`src/rtl/reg_mask_encoder_pkg.sv`:
```
// Shared types and default sizing for the register-mask encoder.
package reg_mask_encoder_pkg;

  localparam int unsigned DefWidth = 32;
  localparam int unsigned DefIdxW  = 5;

  typedef enum logic [1:0] {
    StIdle = 2'd0,
    StScan = 2'd1,
    StDone = 2'd2
  } state_e;

endpackage

```
`src/rtl/reg_mask_encoder_if.sv`:
```
// Valid/ready index stream produced by the encoder.
interface reg_mask_encoder_if
  import reg_mask_encoder_pkg::*;
#(
  parameter int unsigned IdxW = DefIdxW
);

  logic            idx_valid;
  logic            idx_ready;
  logic [IdxW-1:0] idx_out;

  modport master (output idx_valid, output idx_out, input idx_ready);
  modport slave  (input idx_valid, input idx_out, output idx_ready);

endinterface

```
`src/rtl/lsb_encoder.sv`:
```
// Combinational lowest-set-bit encoder: index of the least significant set bit plus an any-set flag.
module lsb_encoder #(
  parameter int unsigned Width = 32,
  parameter int unsigned IdxW  = 5
) (
  input  logic [Width-1:0] vec_i,
  output logic [IdxW-1:0]  idx_o,
  output logic             any_o
);

  // Scan from the top down so the lowest set bit is the last one written.
  always_comb begin
    idx_o = '0;
    any_o = |vec_i;
    for (int i = Width - 1; i >= 0; i--) begin
      if (vec_i[i]) begin
        idx_o = IdxW'(i);
      end
    end
  end

endmodule

```
`src/rtl/reg_mask_encoder.sv`:
```
// Walks a latched multi-hot register mask, emitting one set-bit index per valid/ready transfer,
// lowest index first, and pulses done when the mask is exhausted.
module reg_mask_encoder
  import reg_mask_encoder_pkg::*;
#(
  parameter int unsigned Width = DefWidth,
  parameter int unsigned IdxW  = DefIdxW
) (
  input  logic                clk,
  input  logic                rst,
  input  logic                start,
  input  logic [Width-1:0]    mask_in,
  input  logic                abort,
  reg_mask_encoder_if.master  idx_if,
  output logic                busy,
  output logic                done,
  output logic [IdxW:0]       count
);

  state_e           state_q, state_d;
  logic [Width-1:0] mask_q, mask_d;
  logic [IdxW:0]    count_q, count_d;

  logic [IdxW-1:0]  enc_idx;
  logic             enc_any;
  logic             valid;
  logic             xfer;

  lsb_encoder #(
    .Width (Width),
    .IdxW  (IdxW)
  ) u_lsb_encoder (
    .vec_i (mask_q),
    .idx_o (enc_idx),
    .any_o (enc_any)
  );

  assign valid = (state_q == StScan) && enc_any;
  assign xfer  = valid && idx_if.idx_ready && !abort;

  always_comb begin
    state_d = state_q;
    mask_d  = mask_q;
    count_d = count_q;
    unique case (state_q)
      StIdle: begin
        if (start) begin
          mask_d  = mask_in;
          count_d = '0;
          state_d = (|mask_in) ? StScan : StDone;
        end
      end
      StScan: begin
        // Abort wins over any transfer offered in the same cycle.
        if (abort) begin
          mask_d  = '0;
          state_d = StIdle;
        end else if (xfer) begin
          mask_d  = mask_q & ~(Width'(1) << enc_idx);
          count_d = count_q + (IdxW + 1)'(1);
          if (mask_d == '0) begin
            state_d = StDone;
          end
        end
      end
      StDone: begin
        if (abort) begin
          mask_d = '0;
        end
        state_d = StIdle;
      end
      default: begin
        state_d = StIdle;
      end
    endcase
  end

  always_ff @(posedge clk) begin
    if (rst) begin
      state_q <= StIdle;
      mask_q  <= '0;
      count_q <= '0;
    end else begin
      state_q <= state_d;
      mask_q  <= mask_d;
      count_q <= count_d;
    end
  end

  assign idx_if.idx_valid = valid;
  assign idx_if.idx_out   = valid ? enc_idx : '0;
  assign busy             = (state_q == StScan) || (state_q == StDone);
  assign done             = (state_q == StDone) && !abort;
  assign count            = count_q;

endmodule

```
`src/flat_wrapper.sv`:
```
// flat-port wrapper written by rule: the top's interface ports become plain ports
module reg_mask_encoder_flat import reg_mask_encoder_pkg::*;
#(
  parameter int unsigned Width = DefWidth,
  parameter int unsigned IdxW  = DefIdxW
)
  (clk, rst, start, mask_in, abort, busy, done, count, idx_if_idx_valid, idx_if_idx_out, idx_if_idx_ready);
  reg_mask_encoder_if #(.IdxW(IdxW)) idx_if_i ();
  input  logic clk;
  input  logic rst;
  input  logic start;
  input  logic [Width-1:0] mask_in;
  input  logic abort;
  output logic busy;
  output logic done;
  output logic [IdxW:0] count;
  output wire logic [$bits(idx_if_i.idx_valid)-1:0] idx_if_idx_valid;
  output wire logic [$bits(idx_if_i.idx_out)-1:0] idx_if_idx_out;
  input wire logic [$bits(idx_if_i.idx_ready)-1:0] idx_if_idx_ready;
  assign idx_if_idx_valid = idx_if_i.idx_valid;
  assign idx_if_idx_out = idx_if_i.idx_out;
  assign idx_if_i.idx_ready = idx_if_idx_ready;
  reg_mask_encoder #(.Width(Width), .IdxW(IdxW)) u_core (.clk(clk), .rst(rst), .start(start), .mask_in(mask_in), .abort(abort), .idx_if(idx_if_i), .busy(busy), .done(done), .count(count));
endmodule
```
`config.mk`:
```
export PLATFORM = sky130hd
export DESIGN_NAME = reg_mask_encoder_flat
export DESIGN_NICKNAME = d
export VERILOG_FILES = /design/src/rtl/reg_mask_encoder_pkg.sv /design/src/rtl/reg_mask_encoder_if.sv /design/src/rtl/lsb_encoder.sv /design/src/rtl/reg_mask_encoder.sv /design/src/flat_wrapper.sv
export SDC_FILE = /design/constraint.sdc
export NUM_CORES = 1
export LEC_CHECK = 0
export ABC_AREA = 1
export CORE_ASPECT_RATIO = 0.9
export CORE_MARGIN = 2
export CORE_UTILIZATION = 34
export DETAILED_ROUTE_END_ITERATION = 10
export SETUP_SLACK_MARGIN = 0.4
export SYNTH_ARGS = -nofsm -noshare
export SYNTH_HDL_FRONTEND = slang
export SYNTH_SLANG_ARGS = --single-unit
```
`constraint.sdc`:
```
create_clock -name clk -period 3.9 [get_ports clk]
set_input_delay 0.78 -clock clk [delete_from_list [all_inputs] [get_ports clk]]
set_output_delay 0.78 -clock clk [all_outputs]
set_load 0.005 [all_outputs]
```
Yosys cells after proc, flatten, opt, wreduce, memory -nomap -nowiden. Index checks and enable logic that the tools add are counted.

$add $sub $neg: 1. Equal/unequal tests: 8. Shift operators: 1. Muxes and demuxes: 48. Bitwise logic cells: 2. Reduce and logical (&&, ||, !) cells: 15.

Operators by type and width (count): 5-bit 2-to-1 mux (33); 32-bit 2-to-1 mux (4); 32-bit case mux with 3 select lines (1); 32-bit OR reduction (2); 32-bit bitwise AND (1); 32-bit zero test (1); 32-bit inverter (1); 1-bit by 5-bit left shift with 32-bit output, first input constant (1); 6-bit 2-to-1 mux (3); 6-bit case mux with 2 select lines (1); 2-bit 2-to-1 mux (5); 4-bit AND reduction (2); 6-bit by 1-bit adder with 6-bit output, second input constant (1); 2-bit inequality test, second input constant (3); 1-bit logical AND (4); 2-bit case mux with 2 select lines (1); 3-bit by 2-bit inequality test with 1-bit output, second input constant (1); 3-bit inequality test, second input constant (1); 3-bit AND reduction (1); 3-bit nonzero test (1); 2-bit by 1-bit == test with 1-bit output, second input constant (1); 2-bit == test, second input constant (1); 2-bit zero test (1); 2-bit by 1-bit inequality test with 1-bit output, second input constant (1); 3 further kinds (3).

Register bits after elaboration: 40. Input bits: 37. Output and inout port bits: 14. Word-level logic and storage cells: 78.

Depth between registers and ports, before layout. Gate-level depths: netlist of the first run.

Depth after elaboration: 40. Depth in mapped cells: 43. Gate-level depth less buffers: 43.

Cells and area by module. A second synthesis of the first run with hierarchy kept.

Cell total of the unflattened synthesis: 518. Area, all modules: 3031.7 um^2.

By module, submodules not included: reg_mask_encoder (times used 1, cells each 411, area each 2561.2 um^2); lsb_encoder (times used 1, cells each 107, area each 470.5 um^2).

Least setup slack after synthesis of the first run. No wires, ideal clock.

Kind: register to register. Start: register u_core.mask_q[31]. End: register u_core.state_q[0]. Setup time: 0.113 ns. Arrival: 2.679 ns. Required time: 3.787 ns. Slack: 1.108 ns. Cell stages (with the launch flop): 42. Path buffers: 0. Clock period less this slack: 2.792 ns. Path through: dfxtp_1 nand2_1 nand2_1 nand2_1 nand2_1 nand2_1 nand2_1 nand2_1 nand2_1 nand2_1 nand2_1 nand2_1 nand2_1 nand2_1 nand2_1 nand2_1 nand2_1 nand2_1 (+6 left out) nand2_1 nand2_1 nand2_1 nand2_1 nand2_2 nand2_2 nand2_4 nand3_4 nor2_2 nand3_1 nand2_1 nand2_1 nor2_2 nand3_2 o21bai_4 nand2_2 nor2_1 nor2_1.

Longest elaborated chain between the ends: 38. Elaborated cells between the ends (all ways): 43.

Ends and longest elaborated chain: start: declaration (line reg_mask_encoder.sv:21) `logic [Width-1:0] mask_q, mask_d;`; start signal: assignment (line reg_mask_encoder.sv:85) `mask_q <= mask_d;`; 5-bit 2-to-1 mux (32 in a row) (line lsb_encoder.sv:16) `if (vec_i[i]) begin`; 1-bit by 5-bit left shift with 32-bit output (line reg_mask_encoder.sv:59) `mask_d = mask_q & ~(Width'(1) << enc_idx);`; 32-bit inverter (line reg_mask_encoder.sv:59); 32-bit bitwise AND (line reg_mask_encoder.sv:59); 32-bit zero test (line reg_mask_encoder.sv:61) `if (mask_d == '0) begin`; 3-bit inequality test (no source line); 3-bit AND reduction (no source line) (*); end signal: assignment (line reg_mask_encoder.sv:80) `state_q <= StIdle;`; end signal: assignment (line reg_mask_encoder.sv:84) `state_q <= state_d;`; end: declaration (line reg_mask_encoder.sv:20) `state_e state_q, state_d;`.

Mark *: on every way between the ends. The rest lies on a longest branch, timed or not. A chain may end at the register's enable or synchronous reset.

Worst setup path in the final report of the first run.
Start: register u_core.mask_q[31]. End: output idx_if_idx_out[1].

Longest elaborated chain between the ends: 33. Elaborated cells between the ends (all ways): 35.

Ends and longest elaborated chain: 5-bit 2-to-1 mux (32 in a row) (line lsb_encoder.sv:16); 5-bit 2-to-1 mux (*) (line reg_mask_encoder.sv:91) `assign idx_if.idx_out = valid ? enc_idx : '0;`; end: declaration (line flat_wrapper.sv:18) `output wire logic [$bits(idx_if_i.idx_out)-1:0] idx_if_idx_out;`.

Marked as above.

==> results.md, run 1 <==
* Hold path endpoint: u_core.count[5]$_SDFFE_PP0P_
* Drt drc at 0
* Longest Clk Path Bufs at 2
* Nets at 553
* Required @ worst endpoint at 3.12 ns
* Pwr/cell area at 1049 mW/mm2
* Tcrit/Tclk final at 0.9086
* Worst-path cell chain: nor2_1 > inv_1 > a311oi_1 > o31ai_1 > o21ai_0 > nand2_1 > nand2_1 > nand2_1 > nand2_1 > nand2_1 > nand2_1 > nand2_1 > nand2_1 > a31oi_4 > inv_4 > nor2_1 > clkdlybuf4s50_1
* Sequential area share after synthesis at 0.2779
* Syn Nets at 504
* Cell with the most instances after synthesis: nand2_1
* Row cnt at 31
* Top cells by area, synth: dfxtp_1, nand2_1, inv_1
* Root Buffer: clkbuf_8
* Die span in y at 91.34 um
* Sw frac at 0.5529
* Avg Cell Area, Syn at 6.237 um2
* Fmax at 282.2 MHz
* Clock Latency Late Sink at 0.30 ns
* Synth Register Bits at 40
* R2r worst-path depth at 42
* R2R Path End: u_core.state_q[0]$_SDFFE_PP0P_
* Int Pwr at 1.755 mW
* Post-CTS Hold Buffers at 0
* Warnings from Yosys at 0
* Number of distinct library cells after synthesis at 31
* Num CTS Buffers at 5
* Gpl congestion at 0.9129
* CP endpoint kind: primary output
* EDFF count, synth at 0
* Ratio of cells with drive above 1 in the final layout at 0.1113
* Clk slew on worst S/H paths at 0.09 ns
* Multi-input gate area at 0.001826 mm2
* CP startpoint kind: flop
* Worst hold-check path type: flop to flop
* Placed cell area at 0.003488 mm2
* Primary FF master, synth: dfxtp_1
* H-tree levels at 2
* Antenna violations before repair at 0
* CTS Sinks at 40
* Gr usage total at 0.2130
* Avg Vias per Cell at 5.514
* Syn Inst Count at 462
* Async S/R FF share, synth at 0
* Leakage at 1.568 nW
* Final instance area at 0.003741 mm2
* Outcome: completed
* Leading area contributor after synthesis: dfxtp_1
* I/O Pins at 51
* Min Clock Period, post-route at 3.543 ns
* First-pass GRT wire length at 15,690 um
* Mean routed wirelength per cell at 16.01 um
* P&R area growth vs syn at 29.83%
* Sequential Area at 805.8 um2
* Clock Skew at 0.005277 ns
* Synth top cells by count: nand2_1, inv_1, a21oi_1
* Sequential share of power at 0.200
* Max VDD drop at 0.0005729 V
* CP max-delay cell: clkdlybuf4s50_1
* Final ANT Viol Nets at 0
* Max cap viols at 0
* Logic pwr share at 0.711
* TNS Setup at 0 ns
* Initial Utilization at 0.3538
* CP max stage delay at 0.50 ns
* Max Slew Vio Count at 0
* Remaining Overflow, GRT at 0
* Cell mode on critical path: nand2_1
* Quantity of I/O buffers inserted on ports at 50
* Setup CP Type: flop to primary output
* Min Hold Slack at 0.4550 ns
* Reg2reg start: u_core.mask_q[30]$_SDFFE_PP0P_
* Worst slew margin at 0.5717
* Final wirelength at 9780 um
* DR vias at 3,369
* Drt initial violations at 309
* CTS tree: done
* P_sw at 2.171 mW
* Crit path arrival time at 2.76 ns
* Setup repair after global routing missed its margin: true
* Hold path start: u_core.count[5]$_SDFFE_PP0P_
* Largest net degree at the start of global routing at 36
* Clk network pwr share at 0.090
* Final hold vios at 0
* Hold path depth at 1
* Area of the mapped netlist at 0.002882 mm2
* Die Width at 101.0 um
* Vias in the first global route at 3,047
* Synth top area share at 0.2779
* CP max FO at 6
* Die ar. at 0.009228 mm2
* FILL cells at 870
* 1st-pass router iterations at 5
* Worst slew pin tran at 0.6366 ns
* CORE AREA at 0.008145 mm2
* Hpwl dp at 7429 um
* Reg2reg setup slack at 0.41 ns
* Antenna cells at 0
* Setup Viol. Count Final at 0
metrics by stage:
| stage | util | cells | setup WS [ns] | power (mW) |
|---|---|---|---|---|
| global placement | 0.4283 | 597 | 0.4581 | 3.215 |
| finish | 0.4593 | 611 | 0.3566 | 3.926 |
| global route | 0.4593 | 611 | -0.04439 | 4.272 |
| floorplan | - | 462 | 1.108 | 2.529 |
| CTS | 0.4453 | 605 | 0.4179 | 3.638 |
| detailed placement | 0.4283 | 597 | 0.4036 | 3.215 |
flip-flops by register name (all words and copies together), names as in the netlist:
name            cells
u_core.count        6
u_core.mask_q      32
u_core.state_q      2
per-layer routing:
metal  global-route usage  share of wire  vias up  routed length [um]
li1                     -              -     1661                   -
met1               0.3181           0.48     1587                4665
met2               0.3113           0.45      110                4363
met3              0.03772          0.060       11                 582
met4              0.05743          0.017        0                 169
met5                    0              0        -                   0
worst max path at each step:
| stage | startpoint | to | cells after the start | slack [ns] |
|---|---|---|---|---|
| finish | u_core.mask_q[31]$_SDFFE_PP0P_ | idx_if_idx_out[1] | 17 | 0.36 |
| CTS | u_core.mask_q[30]$_SDFFE_PP0P_ | idx_if_idx_out[0] | 34 | 0.42 |
| global placement | u_core.mask_q[31]$_SDFFE_PP0P_ | u_core.state_q[0]$_SDFFE_PP0P_ | 42 | 0.46 |
| global route | u_core.mask_q[30]$_SDFFE_PP0P_ | u_core.state_q[0]$_SDFFE_PP0P_ | 42 | -0.04 |
| floorplan | u_core.mask_q[31]$_SDFFE_PP0P_ | u_core.state_q[0]$_SDFFE_PP0P_ | 41 | 1.11 |
| detailed placement | u_core.mask_q[31]$_SDFFE_PP0P_ | idx_if_idx_out[1] | 17 | 0.40 |
repair_timing:
item,4_1_cts,5_1_grt
resized for setup,10,20
setup endpoints to repair,3,5
pin swaps,0,12
buffers inserted,0,6
cells by family after synthesis:
kind of cell / share of synthesized area
and+or+nand+nor: 0.3474
DFF: 0.2779
buffers and inverters: 0.1229
AOI/OAI and AO/OA: 0.2301
adders and majority gates: 0.02171
layout by cell type, fill, tap and decap left out, types with 7 or more instances in the layout:
master / count
nand2_1: 101
inv_1: 71
clkdlybuf4s50_1: 49
a21oi_1: 42
nor2_1: 39
nand3_1: 36
dfxtp_1: 36
a221oi_1: 30
nor4_1: 11
buf_4: 11
o21ai_0: 10
nand4_1: 9
nor3_1: 7
o21ai_2: 7
cell type report:
type | count | share of cell area
Multi-Input combinational cell | 329 | 0.4880
Inverter | 73 | 0.07391
Sequential cell | 40 | 0.2154
Tap cell | 99 | 0.03311
Timing Repair Buffer | 62 | 0.1599
Clock inverter | 3 | 0.01137
Clock buffer | 5 | 0.01839
power groups by stage:
stage               clock network, mW  registers, mW  logic (mW)
floorplan                           0          0.728        1.80
global placement                    0          0.767        2.45
detailed placement                  0          0.778        2.44
CTS                             0.361          0.772        2.51
global route                    0.377          0.807        3.09
finish                          0.352          0.784        2.79
critical path: cells and delay by family (launching register included):
family	cells	cell delay, ns
buf+inv	3	0.65
simple gates	10	0.66
flops	1	0.37
compound gates	4	0.77
Note: power is estimated with default switching activity, not from simulation.
==> run 2: changes to the inputs <==
--- a/config.mk
+++ b/config.mk
@@ -10,7 +10,9 @@
 export CORE_MARGIN = 2
 export CORE_UTILIZATION = 34
 export DETAILED_ROUTE_END_ITERATION = 10
+export HOLD_SLACK_MARGIN = 0.06
 export SETUP_SLACK_MARGIN = 0.4
+export SKIP_LAST_GASP = 1
 export SYNTH_ARGS = -nofsm -noshare
 export SYNTH_HDL_FRONTEND = slang
 export SYNTH_SLANG_ARGS = --single-unit
==> run 2 against run 1 <==
  * Hold slack hardly changed
  * Clock power hardly changed
  * Sequential power hardly changed
  * Fmax is 0.24% lower
  * First-iteration DRC count is 1.6% lower
  * Critical endpoint unchanged
==> results.md, run 2 (synthesis gave the netlist of run 1 again) <==
* Final hold vios at 0
* Util after Layout at 0.4590
* Worst Setup SP: u_core.mask_q[31]$_SDFFE_PP0P_
* CP max-delay cell: clkdlybuf4s50_1
* Remaining Overflow, GRT at 0
* Largest net degree at the start of global routing at 36
* Min Hold Slack at 0.4549 ns
* Clk slew on worst S/H paths at 0.09 ns
* Leakage at 1.568 nW
* Worst slew margin at 0.5837
* First-pass GRT wire length at 15,690 um
* Worst hold-check path type: flop to flop
* Gpl congestion at 0.9129
* CORE AREA at 0.008145 mm2
* Largest Register: u_core.mask_q
* Critical path buffers and inverters at 3
* Die Width at 101.0 um
* Mean routed wirelength per cell at 16.08 um
* Reg2reg start: u_core.mask_q[30]$_SDFFE_PP0P_
* Antenna cells at 0
* Setup repair after global routing missed its margin: true
* Max VDD drop at 0.0005704 V
* Hpwl dp at 7429 um
* Die ar. at 0.009228 mm2
* Ratio of cells with drive above 1 in the final layout at 0.1113
* Vias in the first global route at 3,047
* Outcome: completed
* CP delay by family, top: compound AO/OA/AOI/OAI gates
* CTS Sinks at 40
* H-tree levels at 2
* Worst slew pin tran at 0.6223 ns
* Initial Utilization at 0.3538
* Quantity of I/O buffers inserted on ports at 50
* Gr usage total at 0.2130
* Clock Skew at 0.004758 ns
* Final ANT Viol Nets at 0
* Worst-path cell chain: nor2_1 > inv_1 > a311oi_1 > o31ai_1 > o21ai_0 > nand2_1 > nand2_1 > nand2_1 > nand2_1 > nand2_1 > nand2_1 > nand2_1 > nand2_1 > a31oi_4 > inv_2 > nor2_1 > clkdlybuf4s50_1
* Fmax at 281.6 MHz
* Setup CP Type: flop to primary output
* Drt drc at 0
* Pre-CTS WS at 0.4036 ns
* Post-route setup slack at 0.3482 ns
* 1st-pass router iterations at 5
* Cell mode on critical path: nand2_1
* Antenna violations before repair at 0
* Largest register FFs at 32
* Commonest non-fill, non-tap cell in the layout: nand2_1
* Setup Viol. Count Final at 0
* Longest Clk Path Bufs at 2
* CP max FO at 6
* I/O Pins at 51
* Row cnt at 31
* Avg Vias per Cell at 5.566
* Most frequent cells in the layout: nand2_1, inv_1, clkdlybuf4s50_1
* DR vias at 3,401
* Clock Latency Late Sink at 0.30 ns
* P&R area growth vs syn at 29.74%
* Root Buffer: clkbuf_8
* Required @ worst endpoint at 3.12 ns
* Tcrit/Tclk final at 0.9107
* Num CTS Buffers at 5
* Min Clock Period, post-route at 3.552 ns
* Max cap viols at 0
* CP max stage delay at 0.50 ns
* Pwr/cell area at 1049 mW/mm2
* Drt initial violations at 304
* Max Slew Vio Count at 0
* CP startpoint kind: flop
* CTS tree: done
* Final wirelength at 9824 um
* CP endpoint kind: primary output
* Crit path arrival time at 2.77 ns
* Hold path start: u_core.count[5]$_SDFFE_PP0P_
* Nets at 553
* Die span in y at 91.34 um
[run 2: metrics by stage]
stage	std cells	power, mW	setup TNS [ns]	instance area, um2
after floorplan	462	2.529	0	2882
final	611	3.921	0	3739
after CTS	605	3.638	0	3627
after global routing	611	4.263	-0.04439	3739
after detailed placement	597	3.215	0	3488
after global placement	597	3.215	0	3488
[run 2: per-layer routing]
layer / up-vias / share of wire / GRT usage
li1: 1658 / - / -
met1: 1619 / 0.48 / 0.3181
met2: 113 / 0.45 / 0.3113
met3: 11 / 0.058 / 0.03772
met4: 0 / 0.017 / 0.05743
met5: - / 0 / 0
[run 2: final timing paths]
| check | slack, ns | endpoint | cells after the start |
|---|---|---|---|
| setup / recovery | 0.35 | idx_if_idx_out[1] | 17 |
| hold / removal | 0.45 | u_core.count[5]$_SDFFE_PP0P_ | 1 |
| setup reg to reg | 0.42 | u_core.state_q[0]$_SDFFE_PP0P_ | 42 |
| hold reg to reg | 0.45 | u_core.count[5]$_SDFFE_PP0P_ | 1 |
[run 2: layout make-up]
class	count	area [um2]
clock buffers	5	68.82
clock inverters	3	42.54
fillers	870	4407
inverters	73	274.0
multi-input cells	329	1826
flip-flops and latches	40	805.8
well taps	99	123.9
repair buffers	62	598.1
[run 2: worst reg2reg max path: cells and delay by family (launching register included)]
family                 cells  cell delay (ns)
AND/OR/NAND/NOR           39             2.61
AO/OA/AOI/OAI              2             0.42
flip-flops                 1             0.36
buffers and inverters      1             0.04
[run 2: what timing repair did]
action                                 4_1_cts  5_1_grt
pin swaps                                    0       12
endpoints found under the hold margin        0        0
hold buffers                                 0        0
gates resized for setup                     10       19
buffers inserted                             0        6
setup endpoints to repair                    3        5
[run 2: power breakdown]
part	switching, mW	internal (mW)
clock	0.163	0.190
combinational	1.83	0.957
sequential	0.179	0.605
